`config.mk`:
```
export PLATFORM = sky130hd
export DESIGN_NAME = blackbox_driver
export DESIGN_NICKNAME = d
export VERILOG_FILES = /design/src/rtl/cvxif_instr_pkg.sv /design/src/rtl/blackbox_word_buf.sv /design/src/rtl/blackbox_driver.sv
export SDC_FILE = /design/constraint.sdc
export NUM_CORES = 2
export LEC_CHECK = 0
export ABC_CLOCK_PERIOD_IN_PS = 3400
export CORE_AREA = 2 2 395 397
export DETAILED_ROUTE_END_ITERATION = 8
export DIE_AREA = 0 0 397 399
export GPL_TIMING_DRIVEN = 0
export PLACE_DENSITY = 0.57
export SLEW_MARGIN = 40
export SYNTH_ARGS = -nofsm -noshare
export SYNTH_HDL_FRONTEND = slang
export SYNTH_HIERARCHICAL = 1
export SYNTH_SLANG_ARGS = --single-unit
```
`constraint.sdc`:
```
create_clock -name ap_clk -period 3.4 [get_ports ap_clk]
set_input_delay 0.85 -clock ap_clk [delete_from_list [all_inputs] [get_ports ap_clk]]
set_output_delay 0.85 -clock ap_clk [all_outputs]
set_load 0.05 [all_outputs]
```
`src/rtl/cvxif_instr_pkg.sv`:
```
// Shared types for the CV-X-IF custom vector instructions and the blackbox driver.
package cvxif_instr_pkg;

  localparam int unsigned NumCustomInst  = 2;
  localparam int unsigned MaxVlenDefault = 4;

  typedef enum logic [0:0] {
    VADD2          = 1'b0,
    CAG444toRGB888 = 1'b1
  } custom_vec_op_e;

  typedef enum logic [1:0] {
    BB_IDLE  = 2'd0,
    BB_START = 2'd1,
    BB_RUN   = 2'd2,
    BB_RESP  = 2'd3
  } bb_drv_state_e;

endpackage

```
`src/rtl/blackbox_word_buf.sv`:
```
// MaxVlen x 64 word buffer with one pointer: an ap_fifo read source, or (IsSink) a write sink.
module blackbox_word_buf #(
  parameter int unsigned MaxVlen = 4,
  parameter int unsigned LenW    = $clog2(MaxVlen + 1),
  parameter bit          IsSink  = 1'b0
) (
  input  logic                     ap_clk,
  input  logic                     ap_rst_n,
  input  logic                     load_i,
  input  logic [MaxVlen-1:0][63:0] load_dat_i,
  input  logic [LenW-1:0]          load_len_i,
  input  logic                     active_i,
  input  logic                     step_i,
  input  logic [63:0]              wr_dat_i,
  output logic [63:0]              dout_o,
  output logic                     avail_o,
  output logic [LenW-1:0]          ptr_o,
  output logic                     err_o,
  output logic [MaxVlen-1:0][63:0] words_o
);

  localparam int unsigned IdxW = (MaxVlen > 1) ? $clog2(MaxVlen) : 1;

  logic [MaxVlen-1:0][63:0] words_q;
  logic [LenW-1:0]          ptr_q;
  logic [LenW-1:0]          len_q;
  logic                     err_q;

  // Same compare serves as empty_n for a source and full_n for a sink.
  assign avail_o = active_i && (ptr_q < len_q);
  assign dout_o  = avail_o ? words_q[ptr_q[IdxW-1:0]] : 64'd0;
  assign ptr_o   = ptr_q;
  assign err_o   = err_q || (ptr_q != len_q);
  assign words_o = words_q;

  always_ff @(posedge ap_clk or negedge ap_rst_n) begin
    if (!ap_rst_n) begin
      words_q <= '0;
      ptr_q   <= '0;
      len_q   <= '0;
      err_q   <= 1'b0;
    end else if (load_i) begin
      words_q <= load_dat_i;
      ptr_q   <= '0;
      len_q   <= load_len_i;
      err_q   <= 1'b0;
    end else if (active_i && step_i) begin
      if (avail_o) begin
        if (IsSink) words_q[ptr_q[IdxW-1:0]] <= wr_dat_i;
        ptr_q <= ptr_q + LenW'(1);
      end else begin
        err_q <= 1'b1;
      end
    end
  end

endmodule

```
`src/rtl/blackbox_driver.sv`:
```
// Issues one custom vector op to the blackbox (ap_ctrl_hs) and serves its ap_fifo ports.
// Define CVXIF_BBOX_PERF_EN to report START..done cycles on rsp_cycles.
module blackbox_driver
  import cvxif_instr_pkg::*;
#(
  parameter int unsigned MaxVlen = MaxVlenDefault,
  parameter int unsigned LenW    = $clog2(MaxVlen + 1)
) (
  input  logic                     ap_clk,
  input  logic                     ap_rst_n,
  input  logic                     req_valid,
  output logic                     req_ready,
  input  custom_vec_op_e           req_opcode,
  input  logic [MaxVlen-1:0][63:0] req_in1,
  input  logic [MaxVlen-1:0][63:0] req_in2,
  input  logic [LenW-1:0]          req_in1_len,
  input  logic [LenW-1:0]          req_in2_len,
  input  logic [LenW-1:0]          req_out_len,
  output logic                     rsp_valid,
  input  logic                     rsp_ready,
  output logic [MaxVlen-1:0][63:0] rsp_data,
  output logic [LenW-1:0]          rsp_len,
  output logic                     rsp_err,
  output logic [31:0]              rsp_cycles,
  output logic                     bb_fire,
  output custom_vec_op_e           bb_opcode,
  output logic                     bb_ap_start,
  input  logic                     bb_ap_done,
  input  logic                     bb_ap_idle,
  input  logic                     bb_ap_ready,
  output logic [63:0]              bb_in1_dout,
  output logic                     bb_in1_empty_n,
  input  logic                     bb_in1_read,
  output logic [63:0]              bb_in2_dout,
  output logic                     bb_in2_empty_n,
  input  logic                     bb_in2_read,
  input  logic [63:0]              bb_out_r_din,
  output logic                     bb_out_r_full_n,
  input  logic                     bb_out_r_write
);

  bb_drv_state_e  state_q;
  logic           req_ready_q, rsp_valid_q, bb_fire_q, bb_ap_start_q;
  custom_vec_op_e bb_opcode_q;

  logic accept, active;
  assign accept = (state_q == BB_IDLE) && req_valid;
  assign active = (state_q == BB_START) || (state_q == BB_RUN);

  function automatic logic [LenW-1:0] clamp_len(input logic [LenW-1:0] len);
    return (len > LenW'(MaxVlen)) ? LenW'(MaxVlen) : len;
  endfunction

  always_ff @(posedge ap_clk or negedge ap_rst_n) begin
    if (!ap_rst_n) begin
      state_q       <= BB_IDLE;
      req_ready_q   <= 1'b1;
      rsp_valid_q   <= 1'b0;
      bb_fire_q     <= 1'b0;
      bb_ap_start_q <= 1'b0;
      bb_opcode_q   <= custom_vec_op_e'('0);
    end else begin
      unique case (state_q)
        BB_IDLE: if (accept) begin
          state_q       <= BB_START;
          req_ready_q   <= 1'b0;
          bb_fire_q     <= 1'b1;
          bb_ap_start_q <= 1'b1;
          bb_opcode_q   <= req_opcode;
        end
        BB_START: begin
          bb_fire_q <= 1'b0;
          if (bb_ap_ready) begin
            bb_ap_start_q <= 1'b0;
            if (bb_ap_done) begin
              state_q     <= BB_RESP;
              rsp_valid_q <= 1'b1;
            end else begin
              state_q <= BB_RUN;
            end
          end
        end
        BB_RUN: if (bb_ap_done) begin
          state_q     <= BB_RESP;
          rsp_valid_q <= 1'b1;
        end
        BB_RESP: if (rsp_ready) begin
          state_q     <= BB_IDLE;
          rsp_valid_q <= 1'b0;
          req_ready_q <= 1'b1;
          bb_opcode_q <= custom_vec_op_e'('0);
        end
        default: state_q <= BB_IDLE;
      endcase
    end
  end

  assign req_ready   = req_ready_q;
  assign rsp_valid   = rsp_valid_q;
  assign bb_fire     = bb_fire_q;
  assign bb_ap_start = bb_ap_start_q;
  assign bb_opcode   = bb_opcode_q;

  logic [LenW-1:0]          in1_ptr, in2_ptr;
  logic                     in1_err, in2_err, out_err;
  logic [MaxVlen-1:0][63:0] in1_words, in2_words;
  logic [63:0]              out_dout;

  blackbox_word_buf #(.MaxVlen(MaxVlen), .LenW(LenW), .IsSink(1'b0)) u_in1 (
    .ap_clk, .ap_rst_n, .load_i(accept), .load_dat_i(req_in1),
    .load_len_i(clamp_len(req_in1_len)), .active_i(active), .step_i(bb_in1_read),
    .wr_dat_i(64'd0), .dout_o(bb_in1_dout), .avail_o(bb_in1_empty_n),
    .ptr_o(in1_ptr), .err_o(in1_err), .words_o(in1_words)
  );

  blackbox_word_buf #(.MaxVlen(MaxVlen), .LenW(LenW), .IsSink(1'b0)) u_in2 (
    .ap_clk, .ap_rst_n, .load_i(accept), .load_dat_i(req_in2),
    .load_len_i(clamp_len(req_in2_len)), .active_i(active), .step_i(bb_in2_read),
    .wr_dat_i(64'd0), .dout_o(bb_in2_dout), .avail_o(bb_in2_empty_n),
    .ptr_o(in2_ptr), .err_o(in2_err), .words_o(in2_words)
  );

  // Sink is loaded with zeros so words the kernel never writes read back as 0.
  blackbox_word_buf #(.MaxVlen(MaxVlen), .LenW(LenW), .IsSink(1'b1)) u_out (
    .ap_clk, .ap_rst_n, .load_i(accept), .load_dat_i('0),
    .load_len_i(clamp_len(req_out_len)), .active_i(active), .step_i(bb_out_r_write),
    .wr_dat_i(bb_out_r_din), .dout_o(out_dout), .avail_o(bb_out_r_full_n),
    .ptr_o(rsp_len), .err_o(out_err), .words_o(rsp_data)
  );

  assign rsp_err = (state_q == BB_RESP) && (in1_err || in2_err || out_err);

  logic unused_sig;
  assign unused_sig = ^{bb_ap_idle, in1_ptr, in2_ptr, in1_words, in2_words, out_dout};

`ifdef CVXIF_BBOX_PERF_EN
  logic [31:0] cyc_q;
  always_ff @(posedge ap_clk or negedge ap_rst_n) begin
    if (!ap_rst_n)                        cyc_q <= '0;
    else if (accept)                      cyc_q <= '0;
    else if (active && (cyc_q != '1))     cyc_q <= cyc_q + 32'd1;
  end
  assign rsp_cycles = cyc_q;
`else
  assign rsp_cycles = '0;
`endif

endmodule

```
Word-level counts from Yosys, hierarchy flattened
Cells that the tools add are included.
Cells by class
  add/sub/neg operators: 3
  $mul: 0
  divide/modulo/power cells: 0
  magnitude comparators: 10
  eq/ne operators: 13
  shifts and indexed selects: 0
  multiplexer cells: 52
  bitwise operators: 0
  reductions and logical operators: 36
Operator list (count)
  $mux 256: 3
  $mux 64: 5
  $bmux 64 s2: 2
  $bwmux 256: 1
  $demux 64 s2: 1
  $mux 3: 12
  $mux 1: 18
  $reduce_bool 2->1: 8
  $reduce_and 2->1: 7
  $ne 2x2->1 const B: 6
  $add 3x1->3 const B: 3
  $gt 3x3->1 const B: 3
  $logic_and 1x1->1: 9
  $lt 2x3->1 const B: 3
  $lt 3x3->1: 3
  $ne 3x3->1: 3
  $reduce_and 3->1: 3
  $mux 2: 4
  $pmux 1 s2: 4
  $pmux 2 s4: 1
  $logic_or 1x1->1: 6
  $eq 2x2->1 const B: 2
  $reduce_and 4->1: 1
  $pmux 1 s3: 1
  other kinds (5): 5
Word-level totals
  register bits after elaboration: 796
  bits in latches: 0
  memory bits (writable): 0
  memory bits (read-only): 0
  bits of input ports: 596
  output and inout bits: 428
  logic and storage cells: 141
  memories kept: 0

Depth between registers and ports, before layout
  word-level depth: 8
  depth in mapped cells: 10
  mapped depth without buffers: 6

By module
Netlist, hierarchy kept.
Modules (own cells, without submodules)
  blackbox_word_buf (u_in1 ...): instances 2, cells an instance 730, area each 11803.8 um^2
  blackbox_word_buf (u_out): instances 1, cells an instance 1375, area each 16251.8 um^2
  blackbox_driver: instances 1, cells an instance 94, area each 802.0 um^2

Worst setup path after synthesis
Ideal clock, no wire load.
  kind: register to output
  start: reg u_out.ptr_q[0], in the netlist u_out/ptr_o[0]
  end: out bb_out_r_full_n
  arrival time: 2.411 ns
  path slack: 0.139 ns
  stages on the path, launching flop included: 9
  buffers on the path: 4
  cells stage by stage: dfrtp_1 > buf_2 > buf_4 > inv_1 > ha_1 > and3b_1 > buf_6 > nor3b_2 > clkbuf_1
Between the ends
  word-level cells in the longest chain between the ends: 2
Ends and longest elaborated chain
  from (decl): RTL line blackbox_word_buf.sv:25  | logic [LenW-1:0] ptr_q;
  from (signal assigned): RTL line blackbox_word_buf.sv:50  | ptr_q <= ptr_q + LenW'(1);
  $lt 3x3->1: RTL line blackbox_word_buf.sv:30  | assign avail_o = active_i && (ptr_q < len_q);
  $logic_and 1x1->1: RTL line blackbox_word_buf.sv:30
  to (decl): RTL line blackbox_driver.sv:38  | output logic bb_out_r_full_n,
No other way between the ends.

Final worst setup path
  start: reg u_in1.ptr_q[2], in the netlist u_in1/ptr_o[2]
  end: out bb_in1_dout[10]
Between the ends
  word-level cells in the longest chain between the ends: 3
Ends and longest elaborated chain
  from (decl): RTL line blackbox_word_buf.sv:25
  from (signal assigned): RTL line blackbox_word_buf.sv:50
  $lt 3x3->1: RTL line blackbox_word_buf.sv:30
  $logic_and 1x1->1: RTL line blackbox_word_buf.sv:30
  $mux 64: RTL line blackbox_word_buf.sv:31  | assign dout_o = avail_o ? words_q[ptr_q[IdxW-1:0]] : 64'd0;
  to (decl): RTL line blackbox_driver.sv:31  | output logic [63:0] bb_in1_dout,
No other way between the ends.

==> impl_metrics.tcl <==
set metrics [dict create \
    status "finished, violations left" \
    violations "setup timing" \
    cp-startpoint "u_in1/ptr_o[2]" \
    timing.rr.end "u_in2/words_o[117]" \
    max-clock-path-buffers 3 \
    worstMarginPinSlew_ns 0.797 \
    synth_warnings 6 \
    fin_crit_ns 3.53 \
    finClkSkew_ns 0.0442 \
    worstPathBufferInverterCount 3 \
    syn_inst 2786 \
    dp_slack_ns -1.47 \
    area_delta_synth_final_pct 52.0 \
    die_w_um 397 \
    clk_latency_ns 0.70 \
    drt_iter0_drc 1314 \
    r2r-start "state_q[1]" \
    rrSetupSlack_ns 0.30 \
    grtUsageTotal 0.193 \
    end_kind "output port" \
    overflow 0 \
    drive_gt1_frac 0.287 \
    r2r_cells 7 \
    path_clk_slew_ns 0.06 \
    max_stage_delay_ns 0.40 \
    fin_hold_ws_ns 0.486 \
    root_buffer "clkbuf_16" \
    finalMaxSlewViolations 0 \
    rsz0062_at_grt "true" \
    place_inst 6371 \
    cp_num_cells 7 \
    min_path_type "reg2reg" \
    cp_cell_sequence "ha_1 -> a21oi_1 -> and3_4 -> clkbuf_16 -> clkbuf_16 -> and2_4 -> buf_12" \
    endpoint "bb_in1_dout[10]" \
    core_um2 154000 \
    rows 144 \
    vias 28800 \
    netlist_area_um2 38700 \
    io_buffers 990 \
    setup_viol 85 \
    drt_wl_total_um 157000 \
    num_io_pins 1024 \
    critPathKind "reg2out" \
    finalWeightedCongestion 0.893 \
    crit_family "buffers and inverters" \
    routed_via_density 4.35 \
    syn_avg_cell_area_um2 13.9 \
    finalCritPeriodShare 1.04 \
    critPathSlowestCell "dfrtp_1" \
    drcViolationCount 0 \
    start_kind "flop" \
    die-height_um 399 \
    cts_tree "done" \
    clock-sinks 796 \
    grt_first_pass_wirelength_um 222000 \
    dp_hpwl_um 120000 \
    clock.fmax_mhz 283 \
    die-area_um2 158000 \
    wire_per_inst_um 23.8 \
    relSlewSlack 0.467 \
    fin_ws_ns -0.133 \
    grt_pass1_vias 30100 \
    finalNonFillerCells 6620 \
    cts_made_buffers 98 \
    first_pass_iters 5 \
    nNetsFinal 5086 \
    htree_levels 3 \
    leakage_nw 24.2 \
    drv_cap 0 \
    grt_max_degree 102 \
    cp_max_fo 6 \
    initial_core_util 0.252 \
    critPathArrivalTime_ns 2.68 \
    drtAntennaViolNets 0 \
    power_density_nw_per_um2 1180 \
    antenna_found_initial 60 \
    cp_common_cell "clkbuf_16" \
    hold_viol 0 \
    ir_drop_uv 854 \
    required_ns 2.55 \
]
-- metrics by stage --
step / area, um2 / setup TNS [ns] / power [mW] / util
after floorplan: 40800 / 0 / 40.1 / -
after CTS: 58500 / -14.13 / 69.4 / 0.381
after global routing: 58900 / -19.02 / 72.5 / 0.383
after global placement: 53300 / - / 53.0 / 0.346
after detailed placement: 53500 / -554.89 / 53.3 / 0.348
final: 58900 / -4.87 / 69.3 / 0.383
-- layout make-up --
cell class	count	area, um2
Inverter	14	80.1
Antenna cell	24	60.1
Clock inverter	30	434
Tap cell	2044	2560
Fill cell	14800	94800
Sequential cell	796	19900
Multi-Input combinational cell	2281	19700
Clock buffer	154	3000
Timing Repair Buffer	1042	11400
Buffer	235	1750
-- repair_timing --
action                                 in CTS  in global routing
cloned                                     11                  3
gates resized for setup                  1217                 64
setup endpoints to repair                 174                185
pin swaps                                   9                 13
hold buffers                                1                  0
buffers inserted                           25                  8
endpoints found under the hold margin      22                  0
-- worst min-delay path by stage --
| stage | start | to | slack, ns | cells after the start |
|---|---|---|---|---|
| final | u_out/err_q | u_out/err_q | 0.49 | 2 |
| after global routing | u_in2/err_q | u_in2/err_q | 0.51 | 1 |
| after floorplan | u_out/err_q | u_out/err_q | 0.45 | 2 |
| after detailed placement | u_out/err_q | u_out/err_q | 0.47 | 2 |
| after global placement | u_out/err_q | u_out/err_q | 0.47 | 2 |
| after CTS | u_out/err_q | u_out/err_q | 0.49 | 2 |
-- metal layers --
metal	global-route usage	wire length, um	up-vias
li1	-	-	13000
met1	0.237	64200	14600
met5	0	222	-
met4	0.0592	4480	36
met2	0.324	76900	922
met3	0.0586	11600	228
-- layout by cell type (no fill, tap or decap), types with 24 or more instances in the layout --
| master | n |
|---|---|
| mux2i_1 | 516 |
| diode_2 | 24 |
| buf_2 | 98 |
| and2_1 | 33 |
| buf_12 | 36 |
| nor2b_1 | 72 |
| and2_4 | 96 |
| buf_4 | 64 |
| a21oi_1 | 265 |
| buf_6 | 74 |
| clkbuf_16 | 117 |
| buf_8 | 71 |
| clkdlybuf4s50_1 | 856 |
| conb_1 | 544 |
| dfrtp_1 | 793 |
| mux2_2 | 518 |
| clkbuf_8 | 35 |
| mux4_2 | 128 |
| clkbuf_1 | 60 |
-- report_power, final --
part           leakage, nW  switching (mW)  internal (mW)
clock                 1.68            4.54           6.56
combinational         13.1            22.9           18.1
sequential            9.44            2.82           14.4
total                 24.2            30.2           39.1
-- tightest hold or removal path, delay by kind of cell (launching register included) --
kind,cells,cell delay (ns)
DFF,1,0.34
AOI/OAI and AO/OA,1,0.06
and+or+nand+nor,1,0.05
Power figures use the tool's default switching activity.
